`config.mk`:
```
export PLATFORM = sky130hd
export DESIGN_NAME = fp7_alu_result_sink
export DESIGN_NICKNAME = d
export VERILOG_FILES = /design/src/rtl/fp7_alu_pkg.sv /design/src/rtl/fp7_result_fifo.sv /design/src/rtl/fp7_alu_result_sink.sv
export SDC_FILE = /design/constraint.sdc
export NUM_CORES = 1
export LEC_CHECK = 0
export ABC_CLOCK_PERIOD_IN_PS = 4000
export CORE_AREA = 5 5 209 161
export DETAILED_ROUTE_END_ITERATION = 6
export DIE_AREA = 0 0 214 166
export GPL_ROUTABILITY_DRIVEN = 0
export GPL_TIMING_DRIVEN = 0
export PLACE_DENSITY = 0.69
export REMOVE_ABC_BUFFERS = 1
export SLEW_MARGIN = 5
export SYNTH_ARGS = -nofsm -noshare
export SYNTH_HDL_FRONTEND = slang
export SYNTH_SLANG_ARGS = --single-unit
```
`constraint.sdc`:
```
create_clock -name clk -period 4 [get_ports clk]
set_input_delay 0.8 -clock clk [delete_from_list [all_inputs] [get_ports clk]]
set_output_delay 0.8 -clock clk [all_outputs]
set_load 0.01 [all_outputs]
```
`src/rtl/fp7_alu_pkg.sv`:
```
// ----------------------------------------------------------------------------
// fp7_alu_pkg : shared defaults and types for the fp7 ALU and its result sink
// Revision    : 1.0
// ----------------------------------------------------------------------------
`default_nettype none

package fp7_alu_pkg;

  localparam int ACCUM_DATA_WIDTH  = 32;
  localparam int EXPONENT_WIDTH    = 3;
  localparam int MANTISSA_WIDTH    = 3;
  localparam int RESULT_ADDR_WIDTH = 8;

  // Single source of truth for the ALU pipeline depth.
  localparam int FP7_ALU_LATENCY   = 4;

  typedef struct packed {
    logic [RESULT_ADDR_WIDTH-1:0] addr;
    logic [ACCUM_DATA_WIDTH-1:0]  data;
  } result_entry_t;

endpackage

`default_nettype wire

```
`src/rtl/fp7_result_fifo.sv`:
```
// ----------------------------------------------------------------------------
// fp7_result_fifo : synchronous show-ahead FIFO with occupancy count
// Revision        : 1.0
// ----------------------------------------------------------------------------
`default_nettype none

module fp7_result_fifo #(
  parameter  int WIDTH   = 40,
  parameter  int DEPTH   = 8,
  localparam int C_PTR_W = $clog2(DEPTH),
  localparam int C_CNT_W = $clog2(DEPTH + 1)
) (
  input  logic               clk,
  input  logic               rst,
  input  logic               push,
  input  logic [WIDTH-1:0]   push_data,
  input  logic               pop,
  output logic [WIDTH-1:0]   rd_data,
  output logic               rd_valid,
  output logic [C_CNT_W-1:0] count
);

  localparam logic [C_PTR_W-1:0] c_PTR_ONE = C_PTR_W'(1);
  localparam logic [C_CNT_W-1:0] c_CNT_ONE = C_CNT_W'(1);
  localparam logic [C_CNT_W-1:0] c_FULL    = C_CNT_W'(DEPTH);

  logic [WIDTH-1:0]   r_mem [DEPTH];
  logic [C_PTR_W-1:0] r_wr_ptr;
  logic [C_PTR_W-1:0] r_rd_ptr;
  logic [C_CNT_W-1:0] r_count;
  logic               w_do_push;
  logic               w_do_pop;

  assign w_do_pop  = pop && (r_count != '0);
  // A full buffer still accepts a write when the head leaves in the same cycle.
  assign w_do_push = push && ((r_count != c_FULL) || w_do_pop);

  always_ff @(posedge clk) begin
    if (rst) begin
      r_wr_ptr <= '0;
      r_rd_ptr <= '0;
      r_count  <= '0;
      for (int i = 0; i < DEPTH; i++) begin
        r_mem[i] <= '0;
      end
    end else begin
      if (w_do_push) begin
        r_mem[r_wr_ptr] <= push_data;
        r_wr_ptr        <= r_wr_ptr + c_PTR_ONE;
      end
      if (w_do_pop) begin
        r_rd_ptr <= r_rd_ptr + c_PTR_ONE;
      end
      if (w_do_push && !w_do_pop) begin
        r_count <= r_count + c_CNT_ONE;
      end else if (!w_do_push && w_do_pop) begin
        r_count <= r_count - c_CNT_ONE;
      end
    end
  end

  assign rd_data  = r_mem[r_rd_ptr];
  assign rd_valid = (r_count != '0);
  assign count    = r_count;

  a_no_overflow : assert property (@(posedge clk) disable iff (rst)
    !(push && !pop && (r_count == c_FULL)));

endmodule

`default_nettype wire

```
`src/rtl/fp7_alu_result_sink.sv`:
```
// ----------------------------------------------------------------------------
// fp7_alu_result_sink : tracks ALU issue slots, buffers results, grants credit
// Revision            : 1.0
// ----------------------------------------------------------------------------
`default_nettype none

module fp7_alu_result_sink
  import fp7_alu_pkg::*;
#(
  parameter  int ACCUM_DATA_WIDTH = fp7_alu_pkg::ACCUM_DATA_WIDTH,
  parameter  int ADDR_WIDTH       = 8,
  parameter  int ALU_LATENCY      = FP7_ALU_LATENCY,
  parameter  int FIFO_DEPTH       = 8,
  localparam int C_INFL_W         = $clog2(ALU_LATENCY + 1),
  localparam int C_CNT_W          = $clog2(FIFO_DEPTH + 1)
) (
  input  logic                        clk,
  input  logic                        rst,
  input  logic                        issue_valid_i,
  input  logic [ADDR_WIDTH-1:0]       issue_addr_i,
  output logic                        issue_ready_o,
  input  logic [ACCUM_DATA_WIDTH-1:0] alu_data_i,
  output logic                        wr_valid_o,
  output logic [ADDR_WIDTH-1:0]       wr_addr_o,
  output logic [ACCUM_DATA_WIDTH-1:0] wr_data_o,
  input  logic                        wr_ready_i,
  output logic [C_INFL_W-1:0]         inflight_o,
  output logic [C_CNT_W-1:0]          fifo_count_o,
  output logic                        idle_o,
  output logic                        err_overflow_o
);

  localparam int                  c_ENTRY_W  = ADDR_WIDTH + ACCUM_DATA_WIDTH;
  localparam logic [C_INFL_W-1:0] c_INFL_ONE = C_INFL_W'(1);

  logic [ALU_LATENCY-1:0] r_dl_valid;
  logic [ADDR_WIDTH-1:0]  r_dl_addr [ALU_LATENCY];
  logic [C_INFL_W-1:0]    r_inflight;
  logic                   r_err_overflow;
  logic                   w_accept;
  logic                   w_capture;
  logic                   w_pop;
  logic                   w_fifo_valid;
  logic [C_CNT_W-1:0]     w_fifo_count;
  logic [c_ENTRY_W-1:0]   w_push_entry;
  logic [c_ENTRY_W-1:0]   w_head_entry;

  // Credit counts slots still inside the ALU so a non-stalling ALU never overruns the buffer.
  assign issue_ready_o = (32'(w_fifo_count) + 32'(r_inflight)) < 32'(FIFO_DEPTH);
  assign w_accept      = issue_valid_i && issue_ready_o;
  assign w_capture     = r_dl_valid[ALU_LATENCY-1];
  assign w_pop         = w_fifo_valid && wr_ready_i;
  assign w_push_entry  = {r_dl_addr[ALU_LATENCY-1], alu_data_i};

  always_ff @(posedge clk) begin
    if (rst) begin
      r_dl_valid <= '0;
      for (int i = 0; i < ALU_LATENCY; i++) begin
        r_dl_addr[i] <= '0;
      end
    end else begin
      r_dl_valid[0] <= w_accept;
      r_dl_addr[0]  <= issue_addr_i;
      for (int i = 1; i < ALU_LATENCY; i++) begin
        r_dl_valid[i] <= r_dl_valid[i-1];
        r_dl_addr[i]  <= r_dl_addr[i-1];
      end
    end
  end

  always_ff @(posedge clk) begin
    if (rst) begin
      r_inflight     <= '0;
      r_err_overflow <= 1'b0;
    end else begin
      if (w_accept && !w_capture) begin
        r_inflight <= r_inflight + c_INFL_ONE;
      end else if (!w_accept && w_capture) begin
        r_inflight <= r_inflight - c_INFL_ONE;
      end
      if (issue_valid_i && !issue_ready_o) begin
        r_err_overflow <= 1'b1;
      end
    end
  end

  fp7_result_fifo #(
    .WIDTH (c_ENTRY_W),
    .DEPTH (FIFO_DEPTH)
  ) u_fifo (
    .clk       (clk),
    .rst       (rst),
    .push      (w_capture),
    .push_data (w_push_entry),
    .pop       (w_pop),
    .rd_data   (w_head_entry),
    .rd_valid  (w_fifo_valid),
    .count     (w_fifo_count)
  );

  assign wr_valid_o              = w_fifo_valid;
  assign {wr_addr_o, wr_data_o}  = w_head_entry;
  assign inflight_o              = r_inflight;
  assign fifo_count_o            = w_fifo_count;
  assign idle_o                  = (r_inflight == '0) && (w_fifo_count == '0);
  assign err_overflow_o          = r_err_overflow;

endmodule

`default_nettype wire

```
# Yosys cells after proc, flatten, opt, wreduce, memory -nomap -nowiden
# Memory sizes are Yosys's and may differ from the RTL's. A register that Yosys moved wholly into a read port is not among the register bits.
# Cells that the tools add are included.
dict set report totals {
  word_cells 62
  output_inout_bits 51
  ramBits 352
  regBits 18
  in_bits 44
  mem_count 2
}
# name words width read_ports rd_clocked_by_memory_dff write_ports line_no
set memory_table {}
lappend memory_table {u_fifo.r_mem 8 40 1 1 8 fp7_result_fifo.sv:27} ;# logic [WIDTH-1:0] r_mem [DEPTH];
lappend memory_table {r_dl_addr 4 8 4 0 4 fp7_alu_result_sink.sv:37} ;# logic [ADDR_WIDTH-1:0] r_dl_addr [ALU_LATENCY];
dict set report classes {
  n_reduce_logical 22
  n_mux 19
  magnitude_cmp 1
  bitwise_logic 4
  addsub 7
  eq_ne 1
}
# cell count
set ops {}
lappend ops {{40-bit 2-to-1 mux} 1}
lappend ops {{40-bit OR reduction} 1}
lappend ops {{8-bit 2-to-1 mux} 4}
lappend ops {{3-bit 2-to-1 mux} 5}
lappend ops {{1-bit logical AND} 10}
lappend ops {{3-bit by 1-bit adder with 3-bit output (second input constant)} 3}
lappend ops {{4-bit 2-to-1 mux} 2}
lappend ops {{1-bit 2-to-1 mux} 7}
lappend ops {{4-bit by 3-bit adder with 5-bit output} 1}
lappend ops {{1-bit logical NOT} 5}
lappend ops {{5-bit by 4-bit less-than comparator with 1-bit output (second input constant)} 1}
lappend ops {{4-bit by 1-bit adder with 4-bit output (second input constant)} 1}
lappend ops {{4-bit logical NOT} 1}
lappend ops {{4-bit inequality test (second input constant)} 1}
lappend ops {{1-bit OR} 4}
lappend ops {{2-bit nonzero test} 2}
lappend ops {{4-bit nonzero test} 1}
lappend ops {{4-bit by 1-bit subtractor with 4-bit output (second input constant)} 1}
lappend ops {{3-bit logical NOT} 1}
lappend ops {{3-bit by 1-bit subtractor with 3-bit output (second input constant)} 1}
lappend ops {{1-bit logical OR} 1}

# Depth between registers and ports, before layout
# Gate-level depths: netlist (run 1).
dict set report logic_depth {
  ltp_word 10
  mapped_depth 11
  depth_no_buf 10
}

# Hierarchy
# Synthesis (run 1) repeated with hierarchy kept, for this count alone.
dict set report unflattened {
  hier_cells 1087
  hier_area_um2 16016.6
}
# mod n_inst cells_per_inst area_each_um2
set modules_own_cells {}
lappend modules_own_cells {fp7_result_fifo 1 984 14781.7}
lappend modules_own_cells {fp7_alu_result_sink 1 103 1234.9}

# Worst setup path before layout (run 1)
# OpenSTA, ideal clock, no wires.
dict set report synth_path {
  path_kind {input-to-reg}
  startpoint {input port rst}
  endpoint {memory u_fifo.r_mem[3][0] (enable)}
  arrival_ns 2.539
  setup_time_ns 0.399
  slack_ns 1.062
  cell_stages 4
  required_ns 3.601
  path_cell_list {clkbuf_1 -> clkbuf_1 -> clkbuf_1 -> a41o_1}
}
# item line_no
set synth_lines {}
lappend synth_lines {{start, declared} fp7_alu_result_sink.sv:18} ;# input logic rst,
lappend synth_lines {{end, declared} fp7_result_fifo.sv:27}

==> results of run 1 <==
==> stage by stage <==
stage	instance area (µm²)	total power [mW]	utilization, %	instances
finish	18400	9.57	58.2	1608
detailed placement	17200	6.40	54.5	1539
floorplan	15300	5.71	-	1017
global placement	16800	6.44	53.2	1524
CTS	18400	9.66	58.2	1608
global route	18400	9.96	58.2	1608
==> state kept, by name, summed over array words and instances, names as in the netlist, named ones only <==
name and cells:
err_overflow_o 1, u_fifo.count 4, r_dl_valid 4, u_fifo.r_wr_ptr 3
u_fifo.r_mem 320, u_fifo.r_rd_ptr 3, inflight_o 3, r_dl_addr 32
==> area by class of cell <==
| class | count | area, µm² |
|---|---|---|
| Multi-Input combinational cell | 637 | 4730 |
| Timing Repair Buffer | 110 | 1290 |
| Sequential cell | 373 | 10700 |
| Tap cell | 413 | 517 |
| Clock inverter | 15 | 71.3 |
| Clock buffer | 53 | 1060 |
| Fill cell | 2469 | 13200 |
| Inverter | 7 | 26.3 |
==> how the worst max path moves through the flow <==
stage / to
CTS: wr_data_o[25]
detailed placement: wr_data_o[25]
finish: wr_data_o[7]
global placement: u_fifo.r_mem[3][22]$_SDFFCE_PN0P_
global route: wr_data_o[25]
floorplan: wr_addr_o[0]
==> cell usage in the layout (no fill, tap or decap), types with 9 or more instances in the layout <==
cell                                n
sky130_fd_sc_hd__nor2b_1           37
sky130_fd_sc_hd__mux2_2            42
sky130_fd_sc_hd__dfxtp_1           50
sky130_fd_sc_hd__edfxtp_1         320
sky130_fd_sc_hd__nor2_1           317
sky130_fd_sc_hd__and2_4            10
sky130_fd_sc_hd__buf_12            11
sky130_fd_sc_hd__nand2_1           86
sky130_fd_sc_hd__clkbuf_1          11
sky130_fd_sc_hd__clkinv_1           9
sky130_fd_sc_hd__clkdlybuf4s50_1   93
sky130_fd_sc_hd__clkbuf_16         39
sky130_fd_sc_hd__mux4_2            80
==> repair_timing <==
item	CTS	global route
setup buffers	1	0
endpoints found under the hold margin	0	0
setup endpoints to repair	15	0
==> where the power goes <==
group | switching [mW] | total [mW] | internal, mW
clock | 1.42 | 3.26 | 1.85
combinational | 0.760 | 1.77 | 1.01
sequential | 0.152 | 4.54 | 4.39
total | 2.33 | 9.57 | 7.24
==> metal layers <==
| layer | global-route usage (%) | up-vias | share of wire, % |
|---|---|---|---|
| li1 | - | 4086 | - |
| met4 | 4.28 | 4 | 1.4 |
| met2 | 34.1 | 277 | 51 |
| met5 | 0 | - | 0.060 |
| met1 | 26.9 | 4531 | 42 |
| met3 | 3.35 | 50 | 5.5 |
==> logic make-up after synthesis <==
family                   share of synthesized area, %
AO/OA/AOI/OAI                                   0.929
multiplexers                                     14.6
XOR/XNOR                                        0.389
buffers and inverters                            2.77
adder cells (fa/ha/maj)                         0.889
AND/OR/NAND/NOR                                  12.7
flip-flops                                       67.7
==> metrics.sh, run 1 <==
SYNTH.AVG_CELL_AREA_UM2=14.4
WORSTSETUPENDPOINTTYPE='primary output'
P_LEAK_nW=6.13
WORST_IR_DROP_VDD_uV=332
TOTAL_NUMBER_OF_CELLS_ALONG_THE_WORST_SETUP_PATH=5
ANTENNADIODECOUNT=0
FIRST_ITER_VIOLATIONS=607
GRT_SETUP_UNREPAIRED='false'
POST_CTS_RESIZE_COUNT=0
FP.DIEW_UM=214
FINAL_MIN_PERIOD_OVER_CLOCK_PERIOD_PCT=96.0
CRIT_REQUIRED_NS=3.20
CLOCKROOTBUFFER='sky130_fd_sc_hd__clkbuf_16'
WORST_SETUP_PATH_START_KIND='flip-flop'
SYNTH_CELLS=1093
WORST-R2R-CELL-COUNT=10
CRITPATHSLOWESTCELL='sky130_fd_sc_hd__dfxtp_4'
WORST_HOLD_PATH.ENDPOINT='r_dl_valid[2]$_SDFF_PP0_'
CRITICAL_PATH_PEAK_FANOUT=29
REGTOREGENDPOINT='u_fifo.count[3]$_SDFFE_PP0P_'
WORSTREG2REGSTART='u_fifo.count[1]$_SDFFE_PP0P_'
PROPORTION_OF_SYNTHESIZED_FLIP_FLOPS_HAVING_ASYNCHRONOUS_SET_OR_RESET_PCT=0
DETAIL_ROUTE.WL_PER_CELL_UM=21.8
SYNTH.LARGEST_AREA_CELL='sky130_fd_sc_hd__edfxtp_1'
RESULT_OF_THE_RUN='complete, no violations'
SYNTH-WARNING-COUNT=0
TRITONCTS='yes'
CPLARGESTDELAYFAMILY='buffers and inverters'
YS_SEQ_ELEMENTS=373
WORST-SLEW-PIN-TRANSITION_NS=0.842
R2R_SLACK_NS=1.09
ROUTE.ANTENNA.REMAINING_NETS=0
CELLS_TRAVERSED_ALONG_THE_WORST_TIMING_PATH='buf_12 -> buf_16 -> mux4_2 -> mux2_2 -> clkdlybuf4s50_1'
START_UTIL_PCT=49.9
NNETSFINAL=1221
SYNTH_ENABLE_FLOP_CELLS=320
COREAREA_UM2=31600
ROWS=57
WORST_HOLD_STARTPOINT='r_dl_valid[1]$_SDFF_PP0_'
DIE_H_UM=166
HOLD_PATH.CLASS='flip-flop to flip-flop'
CRITPATHARRIVALTIME_NS=3.04
FIN_SETUP_TNS_NS=0
SYNTH.CELLS.MOST_FREQUENT='sky130_fd_sc_hd__edfxtp_1 (320), sky130_fd_sc_hd__nor2_1 (319), sky130_fd_sc_hd__nand2_1 (86)'
MAX_CLOCK_FREQ_MHz=260
HOLD_VIOL_FINAL=0
DESIGN.PORTCOUNT=95
DIEAREA_UM2=35500
ROUTED_WL_UM=35100
GRT_ANTENNA_BEFORE_REPAIR=2
DRC_ERRORS=0
AREAGROWTHSYNTHTOFINISH_PCT=16.6
GRT_FIRST_PASS_WIRELENGTH_UM=54700
LAYOUT_CELL_SHARE_WITH_DRIVE_STRENGTH_BEYOND_1_PCT=18.2
CAP_VIOLATIONS=0
CELLPOWERDENSITY_nW_PER_UM2=521
PLACE.PORT_BUFFERS=94
CTS.CLK_SLEW.WORST_PATHS_NS=0.06
WORST_CLOCK_SKEW_NS=0.0103
SYNTH_TOP_CELL_AREA_SHARE_PCT=61.0
CLOCK_INSERTION_DELAY_WORST_SKEW_NS=0.52
POST-SYNTH-TOP-COUNT-CELL='sky130_fd_sc_hd__edfxtp_1'
SYNTH-SEQ-AREA-SHARE_PCT=67.7
SLEW_VIOLATIONS=0
SYNTH.AREA.TOP_CELLS='sky130_fd_sc_hd__edfxtp_1 (61%), sky130_fd_sc_hd__mux4_2 (11%), sky130_fd_sc_hd__nor2_1 (7.6%)'
GRT_MAX_DEGREE=54
GLOBALROUTE.TOTALOVERFLOW=0
DRT_PRE_ANTENNA_ITERS=5
DRT-VIAS-PER-INSTANCE=5.56
GRT.TOTAL_USAGE_PCT=19.8
CLOCK_NET_SINK_COUNT=373
CTS_HOLD_REPAIR.BUFFERS=0
TIMING.SLEW.HEADROOM_PCT=43.7
GRT_PASS1_VIAS=9314
CRIT_TYPE='flip-flop to primary output'
CLOCK_PATH_BUFFERS=3
HOLD-PATH-CELL-COUNT=1
WHS_NS=0.421
BUFFERS_INVERTERS_ON_CRITICAL_PATH=3
DPL.HPWL_UM=19200
TIMING.FINAL.WS_SETUP_NS=0.161
FINAL_SETUP_VIOLATIONS=0
DETAILEDPLACE.WORSTSLACK_NS=0.428
SYN_AREA_UM2=15800
YOSYSUNIQUECELLTYPES=39
CTS-HTREE-LEVELS=2
CRIT_PATH_MAX_INCR_DELAY_NS=0.58
CTS_INSERTED_BUFFERS=38
POSTSYNTH.TOPFLOPCELL='sky130_fd_sc_hd__edfxtp_1'
DR_TOTAL_VIAS=8948
POST-ROUTE-MIN-PERIOD_NS=3.84
No activity file was read; power rests on OpenSTA's default activity.
==> run 2, diff against run 1 <==
--- a/config.mk
+++ b/config.mk
@@ -5,10 +5,12 @@
 export SDC_FILE = /design/constraint.sdc
 export NUM_CORES = 1
 export LEC_CHECK = 0
+export ABC_AREA = 1
 export ABC_CLOCK_PERIOD_IN_PS = 4000
-export CORE_AREA = 5 5 209 161
+export CAP_MARGIN = 30
+export CORE_AREA = 5 5 211 162
 export DETAILED_ROUTE_END_ITERATION = 6
-export DIE_AREA = 0 0 214 166
+export DIE_AREA = 0 0 216 167
 export GPL_ROUTABILITY_DRIVEN = 0
 export GPL_TIMING_DRIVEN = 0
 export PLACE_DENSITY = 0.69
==> metrics.sh, run 2 <==
DIEAREA_UM2=36100
WORST_CLOCK_SKEW_NS=0.0119
GRT_ANTENNA_BEFORE_REPAIR=0
FP.DIEW_UM=216
HOLD_VIOL_FINAL=0
CTS-HTREE-LEVELS=2
POWER.TOTAL_mW=11.0
POST-SYNTH-TOP-COUNT-CELL='sky130_fd_sc_hd__nor2_1'
CLOCK_PATH_BUFFERS=3
SYNTH_ENABLE_FLOP_CELLS=320
POSTLAYOUTCOREUTIL_PCT=57.8
MULTI_INPUT_COMB_AREA_UM2=4330
P_LEAK_nW=7.22
CRIT_PATH_MAX_INCR_DELAY_NS=0.55
CLOCK_NET_SINK_COUNT=373
SYNTH_TOP_CELL_AREA_SHARE_PCT=60.0
DR_TOTAL_VIAS=11200
POWER.SEQUENTIAL.FRACTION_PCT=41.6
GRT_PASS1_VIAS=11100
DRT_PRE_ANTENNA_ITERS=5
SYNTHXORXNORAREAFRAC_PCT=0.273
SYNTH_CELLS=1546
TOTAL_NUMBER_OF_CELLS_ALONG_THE_WORST_SETUP_PATH=8
FINAL_MIN_PERIOD_OVER_CLOCK_PERIOD_PCT=95.4
SYNTH-SEQ-AREA-SHARE_PCT=66.6
NET_LOAD_SWITCHING_POWER_mW=3.38
RESULT_OF_THE_RUN='complete, no violations'
SLEW_VIOLATIONS=0
SYNTH.AREA.TOP_CELLS='sky130_fd_sc_hd__edfxtp_1 (60%), sky130_fd_sc_hd__nor2_1 (13%), sky130_fd_sc_hd__dfxtp_1 (6.6%)'
DESIGN.PORTCOUNT=95
DIE_H_UM=167
GRT_SETUP_UNREPAIRED='false'
DRT-VIAS-PER-INSTANCE=5.51
LARGEST_REG_FLOPS=320
FIN_SETUP_TNS_NS=0
CTS_INSERTED_BUFFERS=36
PLACE.PORT_BUFFERS=94
CTS_HOLD_REPAIR.BUFFERS=0
FINALNONFILLERCELLS=2034
SHARE_CLK_OF_TOTAL_POWER_PCT=30.0
SYNTH.MUX.AREA_FRACTION_PCT=0
WORST_IR_DROP_VDD_uV=294
CELLPOWERDENSITY_nW_PER_UM2=596
COMBINATIONAL_POWER_SHARE_PCT=28.5
POST-ROUTE-MIN-PERIOD_NS=3.81
ROUTE.ANTENNA.REMAINING_NETS=0
SYNTH.LARGEST_AREA_CELL='sky130_fd_sc_hd__edfxtp_1'
CLOCK_INSERTION_DELAY_WORST_SKEW_NS=0.51
PROPORTION_OF_SYNTHESIZED_FLIP_FLOPS_HAVING_ASYNCHRONOUS_SET_OR_RESET_PCT=0
BUFFERS_INVERTERS_ON_CRITICAL_PATH=4
ROWS=57
WORSTSETUPENDPOINTTYPE='primary output'
YOSYSUNIQUECELLTYPES=27
POSTSYNTH.TOPFLOPCELL='sky130_fd_sc_hd__edfxtp_1'
WORST-SLEW-PIN-TRANSITION_NS=0.843
TIMING.SLEW.HEADROOM_PCT=43.6
LAYOUT_CELL_SHARE_WITH_DRIVE_STRENGTH_BEYOND_1_PCT=6.05
CRITPATHARRIVALTIME_NS=3.01
CRIT_TYPE='flip-flop to primary output'
YS_SEQ_ELEMENTS=373
PLACE_INST=1971
CELLS_TRAVERSED_ALONG_THE_WORST_TIMING_PATH='buf_16 -> inv_12 -> bufbuf_16 -> nor2_1 -> o22ai_1 -> nand2_1 -> nand2_1 -> clkdlybuf4s50_1'
LAYOUT.AREA.SEQ_UM2=10700
TRITONCTS='yes'
SYNTH.CELLS.MOST_FREQUENT='sky130_fd_sc_hd__nor2_1 (534), sky130_fd_sc_hd__edfxtp_1 (320), sky130_fd_sc_hd__o21ai_0 (166)'
NNETSFINAL=1653
ROUTED_WL_UM=39400
CRITICAL_PATH_PEAK_FANOUT=89
SYN_AREA_UM2=16000
GRT.TOTAL_USAGE_PCT=21.2
ANTENNADIODECOUNT=0
CAP_VIOLATIONS=0
FINAL_SETUP_VIOLATIONS=0
SYNTH_COMPOUND_GATE_AREA_SHARE_PCT=8.56
TOP_REGS='u_fifo.r_mem x320, r_dl_addr x32'
GRT_FIRST_PASS_WIRELENGTH_UM=60900
REGMOSTFLOPS='u_fifo.r_mem'
CRITPATHSLOWESTCELL='sky130_fd_sc_hd__clkdlybuf4s50_1'
MAX_CLOCK_FREQ_MHz=262
SYNTHESIZED_AREA_FRACTION_OCCUPIED_BY_AND_OR_NAND_NOR_CELLS_PCT=17.2
HOLD_PATH.CLASS='flip-flop to flip-flop'
HOLD-PATH-CELL-COUNT=2
MOSTFREQUENTLAYOUTCELL='sky130_fd_sc_hd__nor2_1'
CRIT_PATH_FREQUENT_CELL='sky130_fd_sc_hd__nand2_1'
POWER.SHARE.SWITCHING_PCT=30.8
COMBINATIONAL_FAMILY_WITH_THE_MOST_AREA_AFTER_SYNTHESIS='simple AND/OR/NAND/NOR gates'
COREAREA_UM2=31900
WORST-R2R-CELL-COUNT=7
START_UTIL_PCT=50.2
FIRST_ITER_VIOLATIONS=1130
SYNTH.AVG_CELL_AREA_UM2=10.4
FINAL.FILL_COUNT=2648
SYNTH-WARNING-COUNT=0
CPLARGESTDELAYFAMILY='buffers and inverters'
POST_SYNTH_FA_HA_MAJ_AREA_FRACTION_PCT=0.875
CLOCKROOTBUFFER='sky130_fd_sc_hd__clkbuf_16'
POWER.INTERNAL_mW=7.59
AREAGROWTHSYNTHTOFINISH_PCT=15.0
DETAIL_ROUTE.WL_PER_CELL_UM=19.4
DPL.HPWL_UM=20600
GRT_MAX_DEGREE=90
CTS.CLK_SLEW.WORST_PATHS_NS=0.06
LAYOUT_COMMON_CELLS='sky130_fd_sc_hd__nor2_1 (534), sky130_fd_sc_hd__edfxtp_1 (320), sky130_fd_sc_hd__o21ai_0 (166), sky130_fd_sc_hd__nand2_1 (144), sky130_fd_sc_hd__inv_1 (94)'
GLOBALROUTE.TOTALOVERFLOW=0
CRIT_REQUIRED_NS=3.20
WORST_SETUP_PATH_START_KIND='flip-flop'
DRC_ERRORS=0
-- run 2: power groups by stage --
stage	clock, mW	sequential, mW	combinational, mW
5_1_grt	3.48	4.58	3.45
3_3_place_gp	0	4.87	2.72
4_1_cts	3.31	4.58	3.09
2_1_floorplan	0	4.72	1.56
3_5_place_dp	0	4.69	2.95
6_report	3.28	4.56	3.12
-- run 2: metrics by stage --
stage	setup WS, ns	cell area (µm²)	hold WS [ns]
after CTS	0.0295	18400	0.403
after floorplan	-0.902	15300	0.388
after global routing	0.0130	18400	0.410
after global placement	-4.28	16800	0.394
final	0.185	18400	0.400
after detailed placement	0.248	17200	0.395
-- run 2: worst paths after layout --
check,start,endpoint,slack [ns]
min reg2reg,r_dl_addr[0][18]$_SDFF_PP0_,r_dl_addr[0][26]$_SDFF_PP0_,0.40
min,r_dl_addr[0][18]$_SDFF_PP0_,r_dl_addr[0][26]$_SDFF_PP0_,0.40
max,flip-flop,wr_data_o[7],0.19
max reg2reg,u_fifo.count[0]$_SDFFE_PP0P_,u_fifo.r_mem[7][4]$_SDFFCE_PN0P_,1.19
-- run 2: what timing repair did --
action | CTS | global route
gates resized for setup | 1 | 3
setup endpoints to repair | 25 | 27
gates cloned | 1 | 0
buffers inserted | 1 | 1
-- run 2: cell families after synthesis --
family	count (synthesis)
flip-flops	373
AND/OR/NAND/NOR	708
buffers and inverters	196
adder cells (fa/ha/maj)	10
AO/OA/AOI/OAI	254
XOR/XNOR	5
-- run 2: metal layers --
metal,part of all wire [%],GRT usage [%],up-vias
met2,49,36.0,538
met3,8.7,3.68,64
met4,1.8,5.31,0
li1,-,-,5269
met1,41,28.8,5335
met5,0,0,-
-- run 2: cell type report --
type	count	area share [%]
clock buffer	46	5.26
timing repair buffer	114	7.60
tap	413	2.81
sequential	373	58.0
clock inverter	14	0.781
multi-input combinational	977	23.5
inverter	97	2.07
-- run 2: worst min-delay path, stage by stage (launching register included) --
cell	delay [ns]
sky130_fd_sc_hd__dfxtp_1	0.29
sky130_fd_sc_hd__inv_1	0.04
sky130_fd_sc_hd__nor2_1	0.03
